<file path="src/rtl/ws2812_strip_driver.sv">
// WS2812 strip driver: serialises NUM_LEDS pixel words (GRB/GRBW) onto a single-wire line.
// Optional macro WS2812_BRIGHTNESS_EN adds a brightness input that scales each channel on intake.
module ws2812_strip_driver #(
   parameter int unsigned CLK_FREQ_KHZ   = 10000,
   parameter int unsigned NUM_LEDS       = 8,
   parameter int unsigned BITS_PER_PIXEL = 24,
   parameter int unsigned T0H_NS         = 400,
   parameter int unsigned T1H_NS         = 800,
   parameter int unsigned BIT_NS         = 1250,
   parameter int unsigned RESET_US       = 50
) (
   input  logic                      clk,
   input  logic                      rst_n,
   input  logic                      frame_start,
   input  logic [BITS_PER_PIXEL-1:0] pix_data,
   input  logic                      pix_valid,
`ifdef WS2812_BRIGHTNESS_EN
   input  logic [7:0]                brightness,
`endif
   output logic                      pix_ready,
   output logic                      busy,
   output logic                      underrun,
   output logic                      data_output
);

   function automatic int unsigned cyc_of(input longint unsigned num, input longint unsigned den);
      longint unsigned v;
      v = num / den;
      return (v == 64'd0) ? 32'd1 : 32'(v);
   endfunction

   localparam int unsigned T0H_CYC   = cyc_of(64'(CLK_FREQ_KHZ) * 64'(T0H_NS), 64'd1000000);
   localparam int unsigned T1H_CYC   = cyc_of(64'(CLK_FREQ_KHZ) * 64'(T1H_NS), 64'd1000000);
   localparam int unsigned BIT_CYC   = cyc_of(64'(CLK_FREQ_KHZ) * 64'(BIT_NS), 64'd1000000);
   localparam int unsigned RESET_CYC = cyc_of(64'(CLK_FREQ_KHZ) * 64'(RESET_US), 64'd1000);
   localparam int unsigned CNT_MAX   = (BIT_CYC > RESET_CYC) ? BIT_CYC : RESET_CYC;
   localparam int unsigned CW        = $clog2(CNT_MAX + 1);
   localparam int unsigned BW        = $clog2(BITS_PER_PIXEL);
   localparam int unsigned PW        = $clog2(NUM_LEDS + 1);

   if (BITS_PER_PIXEL != 24 && BITS_PER_PIXEL != 32) begin : g_bpp_check
      $error("BITS_PER_PIXEL must be 24 or 32");
   end
   if (T1H_CYC >= BIT_CYC) begin : g_timing_check
      $error("T1H cycle count must be shorter than the bit period");
   end
   if (NUM_LEDS < 1 || NUM_LEDS > 4095) begin : g_leds_check
      $error("NUM_LEDS must be in 1..4095");
   end

   typedef enum logic [2:0] {
      S_IDLE,
      S_PREFETCH,
      S_BIT_HIGH,
      S_BIT_LOW,
      S_LATCH
   } state_t;

   state_t                    state_q, state_d;
   logic [CW-1:0]             cyc_q, cyc_d;
   logic [BW-1:0]             bit_q, bit_d;
   logic [BITS_PER_PIXEL-1:0] shift_q, shift_d;
   logic [BITS_PER_PIXEL-1:0] hold_q, hold_d;
   logic                      hold_full_q, hold_full_d;
   logic [PW-1:0]             accepted_q, accepted_d;
   logic [PW-1:0]             sent_q, sent_d;
   logic                      underrun_q, underrun_d;
   logic [BITS_PER_PIXEL-1:0] pix_in;
   logic [CW-1:0]             high_last;
   logic                      reload;
   logic                      xfer;
   logic                      active;

`ifdef WS2812_BRIGHTNESS_EN
   function automatic logic [BITS_PER_PIXEL-1:0] scale_px(input logic [BITS_PER_PIXEL-1:0] px,
                                                         input logic [7:0] b);
      logic [BITS_PER_PIXEL-1:0] r;
      logic [15:0]               prod;
      r = '0;
      for (int unsigned i = 0; i < BITS_PER_PIXEL / 8; i++) begin
         prod = {8'd0, px[i*8 +: 8]} * ({8'd0, b} + 16'd1);
         r[i*8 +: 8] = 8'(prod >> 8);
      end
      return r;
   endfunction

   assign pix_in = scale_px(pix_data, brightness);
`else
   assign pix_in = pix_data;
`endif

   assign busy        = (state_q != S_IDLE);
   assign data_output = (state_q == S_BIT_HIGH);
   assign underrun    = underrun_q;
   assign high_last   = shift_q[BITS_PER_PIXEL-1] ? CW'(T1H_CYC - 1) : CW'(T0H_CYC - 1);

   always_ff @(posedge clk or negedge rst_n) begin
      if (!rst_n) begin
         state_q     <= S_IDLE;
         cyc_q       <= '0;
         bit_q       <= '0;
         shift_q     <= '0;
         hold_q      <= '0;
         hold_full_q <= 1'b0;
         accepted_q  <= '0;
         sent_q      <= '0;
         underrun_q  <= 1'b0;
      end else begin
         state_q     <= state_d;
         cyc_q       <= cyc_d;
         bit_q       <= bit_d;
         shift_q     <= shift_d;
         hold_q      <= hold_d;
         hold_full_q <= hold_full_d;
         accepted_q  <= accepted_d;
         sent_q      <= sent_d;
         underrun_q  <= underrun_d;
      end
   end

   always_comb begin
      state_d     = state_q;
      cyc_d       = cyc_q;
      bit_d       = bit_q;
      shift_d     = shift_q;
      hold_d      = hold_q;
      hold_full_d = hold_full_q;
      accepted_d  = accepted_q;
      sent_d      = sent_q;
      underrun_d  = 1'b0;
      reload      = 1'b0;

      active    = (state_q == S_PREFETCH) || (state_q == S_BIT_HIGH) || (state_q == S_BIT_LOW);
      pix_ready = !hold_full_q && (accepted_q < PW'(NUM_LEDS)) && active;
      xfer      = pix_valid && pix_ready;

      case (state_q)
         S_IDLE: begin
            if (frame_start) begin
               state_d    = S_PREFETCH;
               accepted_d = '0;
               sent_d     = '0;
               cyc_d      = '0;
               bit_d      = '0;
            end
         end
         S_PREFETCH: begin
            if (hold_full_q) begin
               reload  = 1'b1;
               state_d = S_BIT_HIGH;
               cyc_d   = '0;
               bit_d   = '0;
            end
         end
         S_BIT_HIGH: begin
            cyc_d = cyc_q + 1'b1;
            if (cyc_q == high_last) begin
               state_d = S_BIT_LOW;
            end
         end
         S_BIT_LOW: begin
            if (cyc_q == CW'(BIT_CYC - 1)) begin
               cyc_d = '0;
               if (bit_q != BW'(BITS_PER_PIXEL - 1)) begin
                  bit_d   = bit_q + 1'b1;
                  shift_d = shift_q << 1;
                  state_d = S_BIT_HIGH;
               end else begin
                  // Pixel boundary: reload straight into BIT_HIGH so the line stays gap-free
                  bit_d  = '0;
                  sent_d = sent_q + 1'b1;
                  if (sent_q == PW'(NUM_LEDS - 1)) begin
                     state_d = S_LATCH;
                  end else if (hold_full_q) begin
                     reload  = 1'b1;
                     state_d = S_BIT_HIGH;
                  end else begin
                     underrun_d = 1'b1;
                     state_d    = S_LATCH;
                  end
               end
            end else begin
               cyc_d = cyc_q + 1'b1;
            end
         end
         S_LATCH: begin
            if (cyc_q == CW'(RESET_CYC - 1)) begin
               state_d = S_IDLE;
               cyc_d   = '0;
            end else begin
               cyc_d = cyc_q + 1'b1;
            end
         end
         default: state_d = S_IDLE;
      endcase

      // Consume before fill so a same-cycle reload and transfer leave the new pixel held
      if (reload) begin
         shift_d     = hold_q;
         hold_full_d = 1'b0;
      end
      if (xfer) begin
         hold_d      = pix_in;
         hold_full_d = 1'b1;
         accepted_d  = accepted_q + 1'b1;
      end
   end

endmodule

</file>
<file path="config.mk">
export PLATFORM = sky130hd
export DESIGN_NAME = ws2812_strip_driver
export DESIGN_NICKNAME = d
export VERILOG_FILES = /design/src/rtl/ws2812_strip_driver.sv
export SDC_FILE = /design/constraint.sdc
export NUM_CORES = 1
export LEC_CHECK = 0
export BUFFER_PORTS_ARGS = -buffer_cell sky130_fd_sc_hd__buf_2
export CAP_MARGIN = 20
export CORE_ASPECT_RATIO = 0.8
export CORE_MARGIN = 3
export CORE_UTILIZATION = 53
export CTS_CLUSTER_SIZE = 24
export DETAILED_ROUTE_END_ITERATION = 12
export PLACE_DENSITY = 0.83
export SLEW_MARGIN = 15
export SYNTH_ARGS = -nofsm -noshare
export SYNTH_HDL_FRONTEND = slang
export SYNTH_SLANG_ARGS = --single-unit
</file>
<file path="constraint.sdc">
create_clock -name clk -period 1.92 [get_ports clk]
set_clock_uncertainty 0.2 [all_clocks]
set_input_delay 0.192 -clock clk [delete_from_list [all_inputs] [get_ports clk]]
set_output_delay 0.192 -clock clk [all_outputs]
set_load 0.02 [all_outputs]
</file>
---- Word-level counts from Yosys, hierarchy flattened ----
Cells that the tools add are included.
storage, ports and cells
  register bits ........................... 75
  logic and storage cells ................. 94
cells by class
  add/sub/neg operators ................... 4
  $lt $le $gt $ge ......................... 1
  equal/unequal tests ..................... 15
  multiplexer cells ....................... 42
  reduce and logical (&&, ||, !) cells .... 23
operators by type and width
  cell                   number
  $mux W24               4
  $pmux W9 S5            1
  $mux W9                4
  $mux W3                9
  $mux W4                5
  $mux W5                4
  $pmux W3 S5            1
  $pmux W5 S3            1
  $reduce_bool A2 Y1     7
  $mux W1                11
  $add A9 B1 Y9 const B  1
  $eq A9 B3 Y1           1
  $eq A9 B4 Y1 const B   1
  $eq A9 B9 Y1 const B   1
  $add A4 B1 Y4 const B  2
  $ne A2 B2 Y1 const B   4
  $pmux W4 S2            1
  $reduce_and A4 Y1      2
  $eq A3 B2 Y1 const B   2
  $reduce_and A3 Y1      2
  $reduce_bool A3 Y1     2
  $add A5 B1 Y5 const B  1
  $ne A5 B5 Y1 const B   1
  $reduce_and A5 Y1      1
  other kinds (12)       16

---- Logic depth before layout (Yosys ltp) ----
  depth after elaboration ................. 7
  mapped depth ............................ 7

---- Least setup slack after synthesis ----
Ideal clock, no wire load.
  path kind ............................... register to register
  start point ............................. reg state_q[0]
  end point ............................... reg cyc_q[8]
  setup time .............................. 0.077 ns
  arrival time ............................ 1.957 ns
  required time ........................... 1.643 ns
  slack ................................... -0.314 ns
  cell stages (with the launch flop) ...... 6
  path buffers ............................ 1
  clock period less this slack ............ 2.234 ns
  cell sequence ........................... dfrtp_1 clkbuf_1 nor3b_1 nand3b_4 or3b_2 o21ai_1
on the way
  word-level cells in the longest chain between the ends .. 3
  elaborated cells on any way between the ends .. 10
  those cells by class .................... eq/ne: 6; mux: 1; reduce/logical: 3
RTL lines
  element                              RTL line  text
  start: declaration                   59        state_t state_q, state_d;
  start signal: assignment             109       state_q <= state_d;
  $eq A3 B2 Y1 *                       -
  net data_output                      23        output logic data_output
  $reduce_bool A5 Y1 (no source line)  -
  $reduce_and A3 Y1 (no source line)   -
  end signal: assignment               110       cyc_q <= cyc_d;
  end: declaration                     60        logic [CW-1:0] cyc_q, cyc_d;
Mark *: on every way through the listed nets, which the timed path passes. The rest lies on a longest branch.
A chain may end at the register's enable or synchronous reset.

---- Worst setup path in the final report ----
  start point ............................. reg state_q[0]
  end point ............................... reg shift_q[12]
on the way
  word-level cells in the longest chain between the ends .. 4
  elaborated cells on any way between the ends .. 8
  those cells by class .................... eq/ne: 2; mux: 2; reduce/logical: 4
RTL lines
  element                                       RTL line  text
  $eq A3 B2 Y1 or $eq A3 B1 Y1 (tied branches)  137       case (state_q)
  $pmux W1 S2                                   137
  $reduce_bool A2 Y1 (no source line)           -
  $reduce_and A3 Y1 (no source line)            -
  end signal: assignment                        112       shift_q <= shift_d;
  end: declaration                              62        logic [BITS_PER_PIXEL-1:0] shift_q, shift_d;
Several ways; a longest one is shown, not always the timed one.

==> impl_metrics.yaml <==
floorplanning:
  start_util_pct: 55.8
  die_area_sq_mm: 0.00788
  io_pins: 32
  core_area_sq_mm: 0.00651
  die_w_um: 98.5
  fp-row-count: 26
  fp.dieH_um: 80.0
placed_design:
  place_congestion: 0.883
  place_inst: 477
  place_area_sq_mm: 0.00429
  io_buffers: 31
  dpl.hpwl_mm: 5.39
worst_setup_path:
  endpoint: "shift_q[12]"
  cp.depth: 8
  cp-start-kind: "flip-flop"
  crit_slowest_cell: "a21oi_4"
  setup.worst_path.start: "state_q[0]"
  r2r_setup_slack_ps: -300
  r2r-start: "state_q[0]"
  crit_fanout: 8
  crit_chain: "buf_6 > nand3b_1 > nor4_2 > buf_4 > a21oi_4 > clkbuf_16 > nor2_2 > a21oi_2"
  critPathMaxStageDelay_ps: 460
  r2r-end: "shift_q[12]"
  path_delay_family: "compound AO/OA/AOI/OAI gates"
  cp.required_ps: 2010
  cp-end-kind: "flip-flop"
  rr_worst_depth: 8
  worstPathArrival_ps: 2300
  critical_path_class: "flip-flop to flip-flop"
  critPathBufInv: 3
job:
  maxCapViolations: 0
cells_and_area:
  fin_cells: 529
  final_cell_area_sq_mm: 0.00529
  drive_above_1_share_pct: 47.9
  final_common_cell: "dfrtp_1"
  final_nets: 472
  antennaDiodeCount: 0
  area_growth_pct: 45.9
  final_cell_mix: "dfrtp_1 (74), buf_4 (46), buf_2 (31)"
logic_synthesis:
  synth_cell_types: 54
  synth-seq-cells: 75
  yosysWarnings: 0
  yosysSeqAreaShare_pct: 51.7
  synth_area_sq_mm: 0.00363
  syn-num-nets: 361
  async_flop_share_pct: 100
  syn_inst: 329
  syn-mean-instance-area_sq_um: 11.0
  synth-edff-count: 0
  synth_ff_type: "dfrtp_1"
drt:
  drtIter0Drc: 275
  drtAntennaViolNets: 0
  vias: 3243
  wl_mm: 11.1
  drc: 0
  routed_via_density: 6.13
  dr.pass1.iters: 5
  wl_per_cell_um: 21.1
sta:
  worst_pin_slew_ps: 546
  setup_tns_ps: -9440
  finalCritPeriodShare_pct: 115
  slew_viol_final: 0
  setup_slack_ps: -296
  setup-violations-final: 46
  rsz0062_at_grt: "yes"
  fin_crit_ps: 2220
  relSlewSlack_pct: 63.5
  max_freq_ghz: 0.451
  hold_viol_final: 0
min_path:
  hp-class: "input pin to flip-flop"
  min_delay_path_depth: 5
clock_tree:
  cts-root-buf: "clkbuf_8"
  cts_tree: "done"
  cts.sinks: 75
  cts_buffers: 9
  path_clk_slew_ps: 90
  insertion_delay_ps: 370
  cts_buffer_depth: 2
  cts_max_level: 3
pwr:
  leakage_nw: 2.49
  ir_drop_v: 0.000876
  total_power_mw: 6.65
  powerDensity_mw_per_mm2: 1260
global_route:
  grt_pass1_vias: 3104
  grt_usage_pct: 25.3
  grt_max_degree: 57
  grt_antenna_before_repair: 0
  overflow: 0
  grt_pass1_wl_mm: 15.3
outcome:
  status: "complete, but fails checks"
  failed_checks: "negative setup slack"
==> registers in the layout, indices dropped and copies added (netlist names) <==
signal	flops
accepted_q	4
bit_q	5
cyc_q	9
hold_full_q	1
hold_q	24
sent_q	4
shift_q	24
state_q	3
underrun	1
==> repair_timing <==
action,4_1_cts,5_1_grt
resized for setup,40,53
gates cloned,0,4
endpoints found under the hold margin,43,0
pin swaps,13,11
hold buffers,25,0
endpoints found under the setup margin,49,66
buffers inserted,4,3
==> kinds of logic after synthesis <==
group,count (synthesis),synth area share [%]
simple gates,111,16.9
flops,75,51.7
compound gates,62,10.5
mux,52,15.2
buf+inv,20,3.04
xor+xnor,5,1.21
fa+ha+maj,4,1.38
==> worst min path at each step <==
stage	startpoint	to	slack (ps)
2_1_floorplan	rst_n	accepted_q[0]	-300
3_3_place_gp	rst_n	hold_q[10]	-40
3_5_place_dp	rst_n	hold_q[10]	-30
4_1_cts	frame_start	sent_q[2]	100
5_1_grt	frame_start	sent_q[2]	120
6_report	frame_start	sent_q[2]	100
==> power by group <==
part           switching, mW  internal (mW)  total [mW]
logic                   1.11           1.24        2.35
registers              0.578           2.20        2.77
clock network          0.653          0.869        1.52
==> metal layers <==
| layer | track usage (%) | part of all wire [%] | up-vias | routed length [um] |
|---|---|---|---|---|
| li1 | - | - | 1398 | - |
| met1 | 30.1 | 38 | 1590 | 4180 |
| met5 | 0 | 0 | - | 0 |
| met3 | 4.72 | 6.5 | 63 | 729 |
| met2 | 45.1 | 51 | 192 | 5650 |
| met4 | 10.5 | 5.3 | 0 | 591 |
==> metrics by stage <==
| step | util (%) | setup WS [ps] | hold slack, ps |
|---|---|---|---|
| after floorplan | - | -118 | -304 |
| after global placement | 66.0 | -104 | -35.2 |
| after detailed placement | 66.0 | -201 | -30.3 |
| after CTS | 76.2 | -178 | 95.6 |
| after global routing | 81.4 | -323 | 120 |
| final | 81.4 | -296 | 102 |
==> final cells by class <==
cell class                      instances  area (sq um)
Clock buffer                           10           128
Clock inverter                          6           113
Fill cell                             328          1210
Inverter                                4          15.0
Multi-Input combinational cell        234          2050
Sequential cell                        75          1880
Tap cell                               84           105
Timing Repair Buffer                  116          1010
==> worst reg2reg max path, stage by stage (launching register included) <==
cell and delay (ps):
dfrtp_1 420, buf_6 150, nand3b_1 180, nor4_2 90
buf_4 150, a21oi_4 460, clkbuf_16 300, nor2_2 60
a21oi_2 140
==> synth_stat cells, types with 4 or more instances <==
cell,count,area share [%]
nand3_1,14,1.9
mux2_2,25,7.8
o21ai_0,14,1.9
ha_1,4,1.4
buf_2,9,1.2
inv_1,4,0.41
nor2_1,40,4.1
a21oi_1,30,4.1
dfrtp_1,75,52
nand2_1,23,2.4
xor2_1,4,0.97
mux2i_1,26,7.2
nor3_1,5,0.69
(Power assumes the default switching activity.)
